===== config.mk =====
export PLATFORM = sky130hd
export DESIGN_NAME = ascii_to_bcd_collector
export DESIGN_NICKNAME = d
export VERILOG_FILES = /design/src/rtl/ascii_to_bcd_collector.sv
export SDC_FILE = /design/constraint.sdc
export NUM_CORES = 1
export LEC_CHECK = 0
export CAP_MARGIN = 10
export CORE_UTILIZATION = 35
export CTS_BUF_LIST = sky130_fd_sc_hd__clkbuf_16
export DETAILED_ROUTE_END_ITERATION = 6
export HOLD_SLACK_MARGIN = 0.08
export PLACE_DENSITY = 0.66
export SYNTH_ARGS = -nofsm -noshare
export SYNTH_HDL_FRONTEND = slang
export SYNTH_SLANG_ARGS = --single-unit

===== constraint.sdc =====
create_clock -name clk -period 2.75 [get_ports clk]
set_clock_uncertainty 0.1 [all_clocks]
set_input_delay 0.55 -clock clk [delete_from_list [all_inputs] [get_ports clk]]
set_output_delay 0.55 -clock clk [all_outputs]
set_load 0.01 [all_outputs]

===== src/rtl/ascii_to_bcd_collector.sv =====
// Collects ASCII decimal digits of one line into a right-justified packed-BCD word
// and hands it out over valid/ready when a CR or LF ends the line.
module ascii_to_bcd_collector #(
  parameter int BCD_DIGIT = 8
) (
  input  logic                               clk,
  input  logic                               rst_n,
  input  logic [7:0]                         ascii_in,
  input  logic                               ascii_valid,
  output logic                               ascii_ready,
  output logic [BCD_DIGIT*4-1:0]             bcd_out,
  output logic [$clog2(BCD_DIGIT+1)-1:0]     digit_count,
  output logic                               bcd_valid,
  input  logic                               bcd_ready,
  output logic                               err_invalid,
  output logic                               err_overflow
);

  localparam int W  = BCD_DIGIT * 4;
  localparam int CW = $clog2(BCD_DIGIT + 1);
  localparam logic [CW-1:0] MAX_COUNT = CW'(BCD_DIGIT);

  typedef enum logic [1:0] {IDLE, COLLECT, OUTPUT, DISCARD} state_t;

  state_t          state, state_next;
  logic [W-1:0]    shift_reg, shift_next;
  logic [CW-1:0]   count, count_next;
  logic [W-1:0]    bcd_out_next;
  logic [CW-1:0]   digit_count_next;
  logic            bcd_valid_next;
  logic            ascii_ready_next;
  logic            err_invalid_next;
  logic            err_overflow_next;
  logic            accept;
  logic            is_digit;
  logic            is_term;
  logic [W+3:0]    shift_append;

  assign accept       = ascii_valid && ascii_ready;
  assign is_digit     = (ascii_in >= 8'h30) && (ascii_in <= 8'h39);
  assign is_term      = (ascii_in == 8'h0D) || (ascii_in == 8'h0A);
  // Appending the new digit and keeping the low W bits also works for a single-digit word
  assign shift_append = {shift_reg, ascii_in[3:0]};

  always_ff @(posedge clk or negedge rst_n) begin
    if (!rst_n) begin
      state        <= IDLE;
      shift_reg    <= '0;
      count        <= '0;
      bcd_out      <= '0;
      digit_count  <= '0;
      bcd_valid    <= 1'b0;
      ascii_ready  <= 1'b0;
      err_invalid  <= 1'b0;
      err_overflow <= 1'b0;
    end else begin
      state        <= state_next;
      shift_reg    <= shift_next;
      count        <= count_next;
      bcd_out      <= bcd_out_next;
      digit_count  <= digit_count_next;
      bcd_valid    <= bcd_valid_next;
      ascii_ready  <= ascii_ready_next;
      err_invalid  <= err_invalid_next;
      err_overflow <= err_overflow_next;
    end
  end

  always_comb begin
    state_next        = state;
    shift_next        = shift_reg;
    count_next        = count;
    bcd_out_next      = bcd_out;
    digit_count_next  = digit_count;
    bcd_valid_next    = bcd_valid;
    err_invalid_next  = 1'b0;
    err_overflow_next = 1'b0;

    case (state)
      IDLE: begin
        if (accept) begin
          if (is_digit) begin
            shift_next = W'(ascii_in[3:0]);
            count_next = CW'(1);
            state_next = COLLECT;
          end else if (!is_term) begin
            err_invalid_next = 1'b1;
            state_next       = DISCARD;
          end
        end
      end
      COLLECT: begin
        if (accept) begin
          if (is_digit) begin
            if (count == MAX_COUNT) begin
              err_overflow_next = 1'b1;
              state_next        = DISCARD;
            end else begin
              shift_next = shift_append[W-1:0];
              count_next = count + CW'(1);
            end
          end else if (is_term) begin
            bcd_out_next     = shift_reg;
            digit_count_next = count;
            bcd_valid_next   = 1'b1;
            state_next       = OUTPUT;
          end else begin
            err_invalid_next = 1'b1;
            state_next       = DISCARD;
          end
        end
      end
      OUTPUT: begin
        if (bcd_valid && bcd_ready) begin
          bcd_valid_next = 1'b0;
          shift_next     = '0;
          count_next     = '0;
          state_next     = IDLE;
        end
      end
      DISCARD: begin
        // The rest of a bad line is swallowed; only its terminator matters
        if (accept && is_term) begin
          shift_next = '0;
          count_next = '0;
          state_next = IDLE;
        end
      end
      default: state_next = IDLE;
    endcase

    ascii_ready_next = (state_next != OUTPUT);
  end

endmodule


Yosys cells after proc, flatten, opt, wreduce, memory -nomap -nowiden
Index checks and enable logic that the tools add are counted.
- bits in registers: 78
- input bits: 12
- output and inout port bits: 40
- word-level logic and storage cells: 79
- add/sub/neg operators: 1
- order comparisons: 2
- equality and inequality tests: 16
- mux-type cells: 39
- bitwise operators: 1
- reductions and logical operators: 11
- operators by type and width (kind ; count):
    $mux 32 ; 7
    $pmux 32 s4 ; 1
    $mux 4 ; 7
    $ne 2x2->1 const B ; 10
    $eq 8x4->1 const B ; 2
    $mux 2 ; 8
    $pmux 4 s4 ; 1
    $mux 1 ; 13
    $ge 8x6->1 const B ; 1
    $le 8x6->1 const B ; 1
    $pmux 2 s4 ; 1
    $reduce_and 7->1 ; 1
    $reduce_and 5->1 ; 1
    $add 4x1->4 const B ; 1
    $eq 2x2->1 const B ; 2
    $eq 4x4->1 const B ; 1
    $logic_and 1x1->1 ; 4
    $reduce_and 4->1 ; 1
    $eq 2x1->1 const B ; 1
    $logic_not 2->1 ; 1
    $pmux 1 s2 ; 1
    $reduce_bool 2->1 ; 1
    $reduce_or 2->1 ; 1
    $logic_or 1x1->1 ; 1
    $not 1->1 ; 1

Longest topological paths before layout
Gate-level depths: netlist of run 1.
- depth after elaboration: 7
- mapped depth: 8
- gate-level depth less buffers: 6

Worst setup path after synthesis of run 1
No wires, ideal clock.
- path kind: in2reg
- from: input port ascii_in[7]
- to: register bcd_out[10]
- setup time: 0.127 ns
- arrival: 2.114 ns
- path slack: 0.409 ns
- stages on the path: 6
- cell sequence: or4b_4 > a211oi_4 > nand3_1 > buf_4 > buf_6 > mux2_1
- longest elaborated chain between the ends: 4
- elaborated cells on any way between the ends: 8
- classes of those cells: order compare (2); eq/ne (2); bitwise (1); reduce/logical (3)
- ends and longest elaborated chain (item ; line ; text):
    from (decl) ; 8 ; input logic [7:0] ascii_in,
    $ge 8x6->1 / $le 8x6->1 (equally long branches) ; 40 ; assign is_digit = (ascii_in >= 8'h30) && (ascii_in <= 8'h39);
    $logic_and 1x1->1 ; 40 ;
    $not 1->1 (no source line) ; n/a ;
    $reduce_and 4->1 (no source line) (*) ; n/a ;
    to (signal assigned) ; 60 ; bcd_out <= bcd_out_next;
    to (decl) ; 11 ; output logic [BCD_DIGIT*4-1:0] bcd_out,
Every way passes the cells marked *; elsewhere a longest branch is shown, timed or not.
A chain may end at the register's enable or synchronous reset.

Worst setup path after layout of run 1
- from: input port ascii_in[7]
- to: register bcd_out[8]
Same word-level chain as after synthesis.

==> results.tsv, run 1 <==
stage	metric	value	unit
synthesis	synthFlopType	dfrtp_1	
setup_path	worstPathMaxFanout	19	
cts	cts-root-buf	clkbuf_16	
setup_path	path_class	input port to flip-flop	
flow_run	maxCapViolations	0	
synthesis	synthesis.nets	295	
synthesis	synth_mux_area_share	13.3	%
timing	maxSlewViolCount	0	
cts	ctsLongestPathBuffers	2	
timing	fin_crit	2.48	ns
synthesis	synth_simple_gate_area_share	16.4	%
grt	antenna_found_initial	0	
drt	ant_nets	0	
synthesis	synth_xor_area_share	0	%
setup_path	cp.arrival	2.58	ns
synthesis	async_flop_share	100	%
placement	port_buffers	51	
grt	overflow	0	
cts	clk_pin_slew	0.06	ns
timing	hold_viol	0	
outcome	status	completed	
floorplan	core-area	9820	sq um
power	intPower	2330	uW
layout	drive_gt1_share	19.2	%
synthesis	synth_top_family_by_area	simple AND/OR/NAND/NOR gates	
floorplan	start_util	36.4	%
synthesis	ys_types	41	
power	power.switching	906	uW
placement	gp_congestion	0.778	
cts	postCtsHoldBufs	0	
placement	placedCellCount	460	
power	p_leak	0.00242	uW
synthesis	synth_area_per_cell	12.7	sq um
synthesis	synth-compound-area-share	11.6	%
timing	setup_viol	0	
power	p_per_area	693	nW/um^2
layout	area_delta_synth_final	30.9	%
setup_path	cp-end-kind	flip-flop	
power	pwr-share-comb	16.9	%
drt	wire_per_inst	15.7	um
timing	period_share	90.2	%
power	clkPwrFrac	41.9	%
drt	vias	2425	
layout	postLayoutCoreUtil	47.6	%
drt	wirelength	7.48	mm
floorplan	ios	52	
layout	stdcell_area	4680	sq um
layout	antenna_cells	0	
cts	cts_buffers	9	
floorplan	die_w	103	um
layout	final_common_cell	dfrtp_1	
cts	clock-sinks	78	
layout	final_net_count	352	
drt	first_pass_iters	4	
cts	cts_setup_buffers	0	
grt	first_global_vias	2575	
grt	grt_max_degree	60	
layout	mostFrequentLayoutCells	dfrtp_1, clkdlybuf4s50_1, a211o_1	
cts	post_cts_resized	0	
synthesis	ys_seq_elements	78	
cts	tritoncts	done	
power	ir_drop	0.377	mV
synthesis	synth_fa_ha_area_share	0.700	%
power	power.total	3240	uW
drt	vias_per_cell	5.09	
synthesis	seq_area_frac_synth	54.6	%
grt	grt_pass1_wl	12.9	mm
synthesis	synthCells	281	
power	p_seq_share	41.3	%
timing	fmax	403	MHz
synthesis	ys_warn_count	0	
cts	clock_latency	0.33	ns
placement	place_area	4330	sq um
grt	grtUsageTotal	15.9	%
timing	worst_pin_slew	0.513	ns
setup_path	critPathRequiredTime	2.85	ns
layout	fillers	942	
floorplan	die_h	103	um
synthesis	syn_area	3570	sq um
timing	timing.slew.headroom	65.8	%
layout	fin_cells	476	
synthesis	synth-edff-count	0	
cts	htree_num_levels	3	
setup_path	start_kind	input port	
hold_path	hold_class	input port to async pin	
timing	rsz0062_at_grt	no	
power	netSwitchingFraction	28.0	%
drt	first_iter_violations	143	
placement	hpwl	4.90	mm
floorplan	fp.dieArea	10600	sq um
drt	drc	0	
setup_path	worstRegToRegCells	7	
floorplan	rows	36	
-- synth_stat cells (2+ instances only) --
cell,instances,area share (%)
a211o_1,30,7.4
and3_1,29,5.1
buf_2,4,0.56
buf_6,2,0.63
clkbuf_1,15,1.6
dfrtp_1,78,55
ha_1,2,0.70
inv_1,4,0.42
mux2_1,10,3.2
mux2_2,18,5.7
mux2_4,8,3.4
mux2i_1,4,1.1
nand2_1,4,0.42
nand3_1,4,0.56
nand3b_1,3,0.63
nor2_1,4,0.42
nor2b_1,2,0.35
nor3b_1,29,6.1
o21a_1,3,0.63
o21ai_0,4,0.56
o2bb2ai_1,4,0.98
-- routing by layer --
layer  part of all wire, %  GRT usage (%)
met5                     0              0
met4                  0.68           4.23
met3                   3.6           4.61
met2                    50           26.9
met1                    46           19.9
-- cells by family after synthesis --
family	after synthesis
buf+inv	26
flops	78
mux	40
fa+ha+maj	2
compound gates	48
simple gates	87
-- worst max-delay path, stage by stage --
cell and delay [ns]:
clkdlybuf4s50_1 0.43, or4b_4 0.56, a211oi_4 0.33, nand3_2 0.13, buf_4 0.24, mux2_1 0.34
-- power groups by stage --
| stage | Sequential [uW] | Clock [uW] | Combinational (uW) |
|---|---|---|---|
| detailed placement | 1360 | 0 | 552 |
| global route | 1350 | 1440 | 606 |
| finish | 1340 | 1360 | 547 |
| floorplan | 1300 | 0 | 339 |
| CTS | 1340 | 1390 | 556 |
| global placement | 1350 | 0 | 540 |
-- worst paths after layout --
kind                                               from                        end  slack (ns)
worst max-delay path                        ascii_in[7]     bcd_out[8]$_DFFE_PN0P_        0.27
worst min-delay path                              rst_n    bcd_out[29]$_DFFE_PN0P_         0.1
worst max register to register     count[0]$_DFFE_PN0P_   shift_reg[2]$_DFFE_PN0P_        0.61
worst min register to register  bcd_out[14]$_DFFE_PN0P_    bcd_out[14]$_DFFE_PN0P_        0.40
max in group asynchronous                         rst_n  shift_reg[13]$_DFFE_PN0P_        1.87
min in group clk                bcd_out[14]$_DFFE_PN0P_    bcd_out[14]$_DFFE_PN0P_        0.40
-- cell type report --
type / instances / area (sq um) / share of cell area, %
Sequential cell: 78 / 1950 / 41.7
Multi-Input combinational cell: 177 / 1530 / 32.6
Tap cell: 133 / 166 / 3.56
Timing Repair Buffer: 68 / 673 / 14.4
Clock inverter: 7 / 120 / 2.57
Inverter: 4 / 15.0 / 0.321
Clock buffer: 9 / 225 / 4.82
-- stage by stage --
stage / TNS [ns] / worst slack, ns / hold slack [ns]
finish: 0 / 0.271 / 0.0966
global route: 0 / 0.186 / 0.127
CTS: 0 / 0.271 / 0.112
detailed placement: -2.04 / -0.0728 / 0.387
global placement: -0.0221 / -0.00833 / 0.389
floorplan: 0 / 0.409 / 0.154
Power figures use the tool's default switching activity.
==> inputs of run 2 (changes only) <==
--- a/config.mk
+++ b/config.mk
@@ -6,6 +6,8 @@
 export NUM_CORES = 1
 export LEC_CHECK = 0
 export CAP_MARGIN = 10
+export CORE_ASPECT_RATIO = 2
+export CORE_MARGIN = 3
 export CORE_UTILIZATION = 35
 export CTS_BUF_LIST = sky130_fd_sc_hd__clkbuf_16
 export DETAILED_ROUTE_END_ITERATION = 6
==> run 2 against run 1 <==
  * Combinational power is essentially flat
  * Critical endpoint is now bcd_out[10]$_DFFE_PN0P_
  * Hold slack improved by 0.30 ns
  * Highest routed layer unchanged
  * Largest power group is now registers
  * Total power decreased by 9.8%
  * Critical path type unchanged
==> results.tsv, run 2 (synthesis results as in run 1) <==
stage	metric	value	unit	change
outcome	status	completed		
layout	fillers	931		-1.2%
floorplan	start_util	36.4	%	about the same
setup_path	critical-path-slowest-cell	or4b_4		
grt	first_global_vias	2587		+0.47%
layout	fin_cells	477		+0.21%
timing	timing.slew.headroom	59.2	%	-6.5 points
grt	overflow	0		unchanged
setup_path	start_kind	input port		
drt	ant_nets	0		unchanged
floorplan	fp.dieArea	11500	sq um	+8.6%
setup_path	critPathRequiredTime	2.86	ns	about the same
timing	maxSlewViolCount	0		unchanged
setup_path	path_cells	clkdlybuf4s50_1 > or4b_4 > a211oi_4 > nand3_2 > buf_4 > mux2_1		
cts	clock_latency	0.33	ns	about the same
timing	fin_crit	2.47	ns	-0.00561 ns
setup_path	worstPathMaxFanout	15		-4
layout	drive_gt1_share	18.3	%	-0.98 points
layout	mostFrequentLayoutCells	dfrtp_1, clkdlybuf4s50_1, a211o_1		
timing	period_share	90.0	%	-0.20 points
setup_path	cp.arrival	2.58	ns	about the same
drt	vias_per_cell	5.12		+0.53%
drt	wirelength	7.57	mm	+1.2%
drt	first_iter_violations	160		+12%
drt	vias	2443		+0.74%
layout	multi_input_area	1520	sq um	-0.16%
power	power.total	2920	uW	-9.8%
layout	regArea	1950	sq um	unchanged
cts	clk_pin_slew	0.06	ns	about the same
cts	clock-sinks	78		unchanged
floorplan	rows	51		+42%
power	p_leak	0.00241	uW	-0.59%
setup_path	max_stage_delay	0.55	ns	about the same
timing	tns	0	ns	unchanged
power	ir_drop	0.329	mV	-13%
setup_path	cp-end-kind	flip-flop		
floorplan	ios	52		unchanged
timing	setup_viol	0		unchanged
cts	tritoncts	done		
layout	area_delta_synth_final	29.6	%	
grt	grtUsageTotal	14.1	%	-1.8 points
placement	hpwl	5.29	mm	+7.9%
cts	ctsLongestPathBuffers	2		unchanged
flow_run	maxCapViolations	0		unchanged
drt	first_pass_iters	4		unchanged
placement	placedCellCount	460		unchanged
layout	final_common_cell	dfrtp_1		
timing	worst_pin_slew	0.611	ns	+0.0980 ns
timing	fmax	404	MHz	+0.23%
cts	htree_num_levels	3		unchanged
layout	final_net_count	354		+0.57%
placement	gp_congestion	0.745		-4.3%
cts	cts_buffers	9		unchanged
drt	drc	0		unchanged
grt	antenna_found_initial	0		unchanged
floorplan	die_h	149	um	+44%
timing	rsz0062_at_grt	no		
grt	grt_pass1_wl	12.8	mm	-0.54%
placement	port_buffers	51		unchanged
floorplan	core-area	9830	sq um	about the same
grt	grt_max_degree	60		unchanged
power	p_per_area	631	nW/um^2	-8.9%
setup_path	path_class	input port to flip-flop		
timing	hold_viol	0		unchanged
hold_path	hold_class	flip-flop to flip-flop		
layout	antenna_cells	0		unchanged
cts	cts-root-buf	clkbuf_16		
drt	wire_per_inst	15.9	um	+0.98%
floorplan	die_w	77.5	um	-25%
layout	postLayoutCoreUtil	47.1	%	-0.51 points
==> run 2: cell types whose count changed in the layout (fill, tap and decap cells not counted) <==
| cell | previous run | this run |
|---|---|---|
| nor2b_1 | 1 | 2 |
| buf_4 | 15 | 14 |
| nor2b_2 | 1 | 0 |
| buf_12 | 3 | 5 |
| inv_1 | 4 | 7 |
| clkinvlp_4 | 0 | 2 |
| inv_6 | 2 | 0 |
| dlygate4sd3_1 | 0 | 1 |
| clkinv_2 | 0 | 1 |
| clkinv_4 | 1 | 0 |
| bufinv_16 | 3 | 0 |
==> run 2: per-layer routing <==
metal  part of all wire [%]  vias up  GRT usage (%)  wire [um]
met1                     39     1228           15.0       2940
li1                       -     1167              -          -
met5                      0        -              0          0
met4                    2.2        0           6.86        163
met2                     57       36           26.5       4310
met3                    2.0       12           2.12        155
==> run 2: path summary, 6_finish.rpt <==
kind / slack (ns) / start / to / depth (start not counted)
max: 0.28 / ascii_in[7] / bcd_out[10]$_DFFE_PN0P_ / 6
min: 0.40 / bcd_out[11]$_DFFE_PN0P_ / bcd_out[11]$_DFFE_PN0P_ / 1
max reg2reg: 0.56 / count[0]$_DFFE_PN0P_ / shift_reg[2]$_DFFE_PN0P_ / 7
min reg2reg: 0.40 / bcd_out[11]$_DFFE_PN0P_ / bcd_out[11]$_DFFE_PN0P_ / 1
max in group asynchronous: 1.34 / rst_n / count[0]$_DFFE_PN0P_ / 3
min in group asynchronous: 0.60 / rst_n / bcd_out[17]$_DFFE_PN0P_ / 2
==> run 2: metrics by stage <==
stage	setup WS (ns)	cell area, sq um	hold WS, ns
final	0.276	4630	0.397
after global routing	0.212	4630	0.419
after CTS	0.279	4630	0.403
after detailed placement	-0.0684	4360	0.385
after global placement	-0.0276	4360	0.378
after floorplan	0.409	3570	0.154
==> run 2: final cells by class <==
| type | count | area share (%) |
|---|---|---|
| Clock inverter | 7 | 0.757 |
| Tap cell | 132 | 3.57 |
| Multi-Input combinational cell | 177 | 32.9 |
| Clock buffer | 9 | 4.86 |
| Timing Repair Buffer | 70 | 15.5 |
| Inverter | 4 | 0.324 |
| Sequential cell | 78 | 42.2 |
==> run 2: worst max-delay path: cells and delay by family <==
kind,cells,cell delay (ns)
AO/OA/AOI/OAI,1,0.32
buffers and inverters,2,0.65
multiplexers,1,0.33
AND/OR/NAND/NOR,2,0.71
==> run 2: report_power, final <==
part	leakage, uW	internal (uW)	switching [uW]
Clock	0.000133	595	431
Combinational	0.00121	227	317
Sequential	0.00107	1220	130
Total	0.00241	2040	878
==> run 2: what timing repair did <==
action | in CTS | in global routing
endpoints found under the hold margin | 31 | 0
setup buffers | 0 | 0
hold buffers | 1 | 0
gates resized for setup | 0 | 0
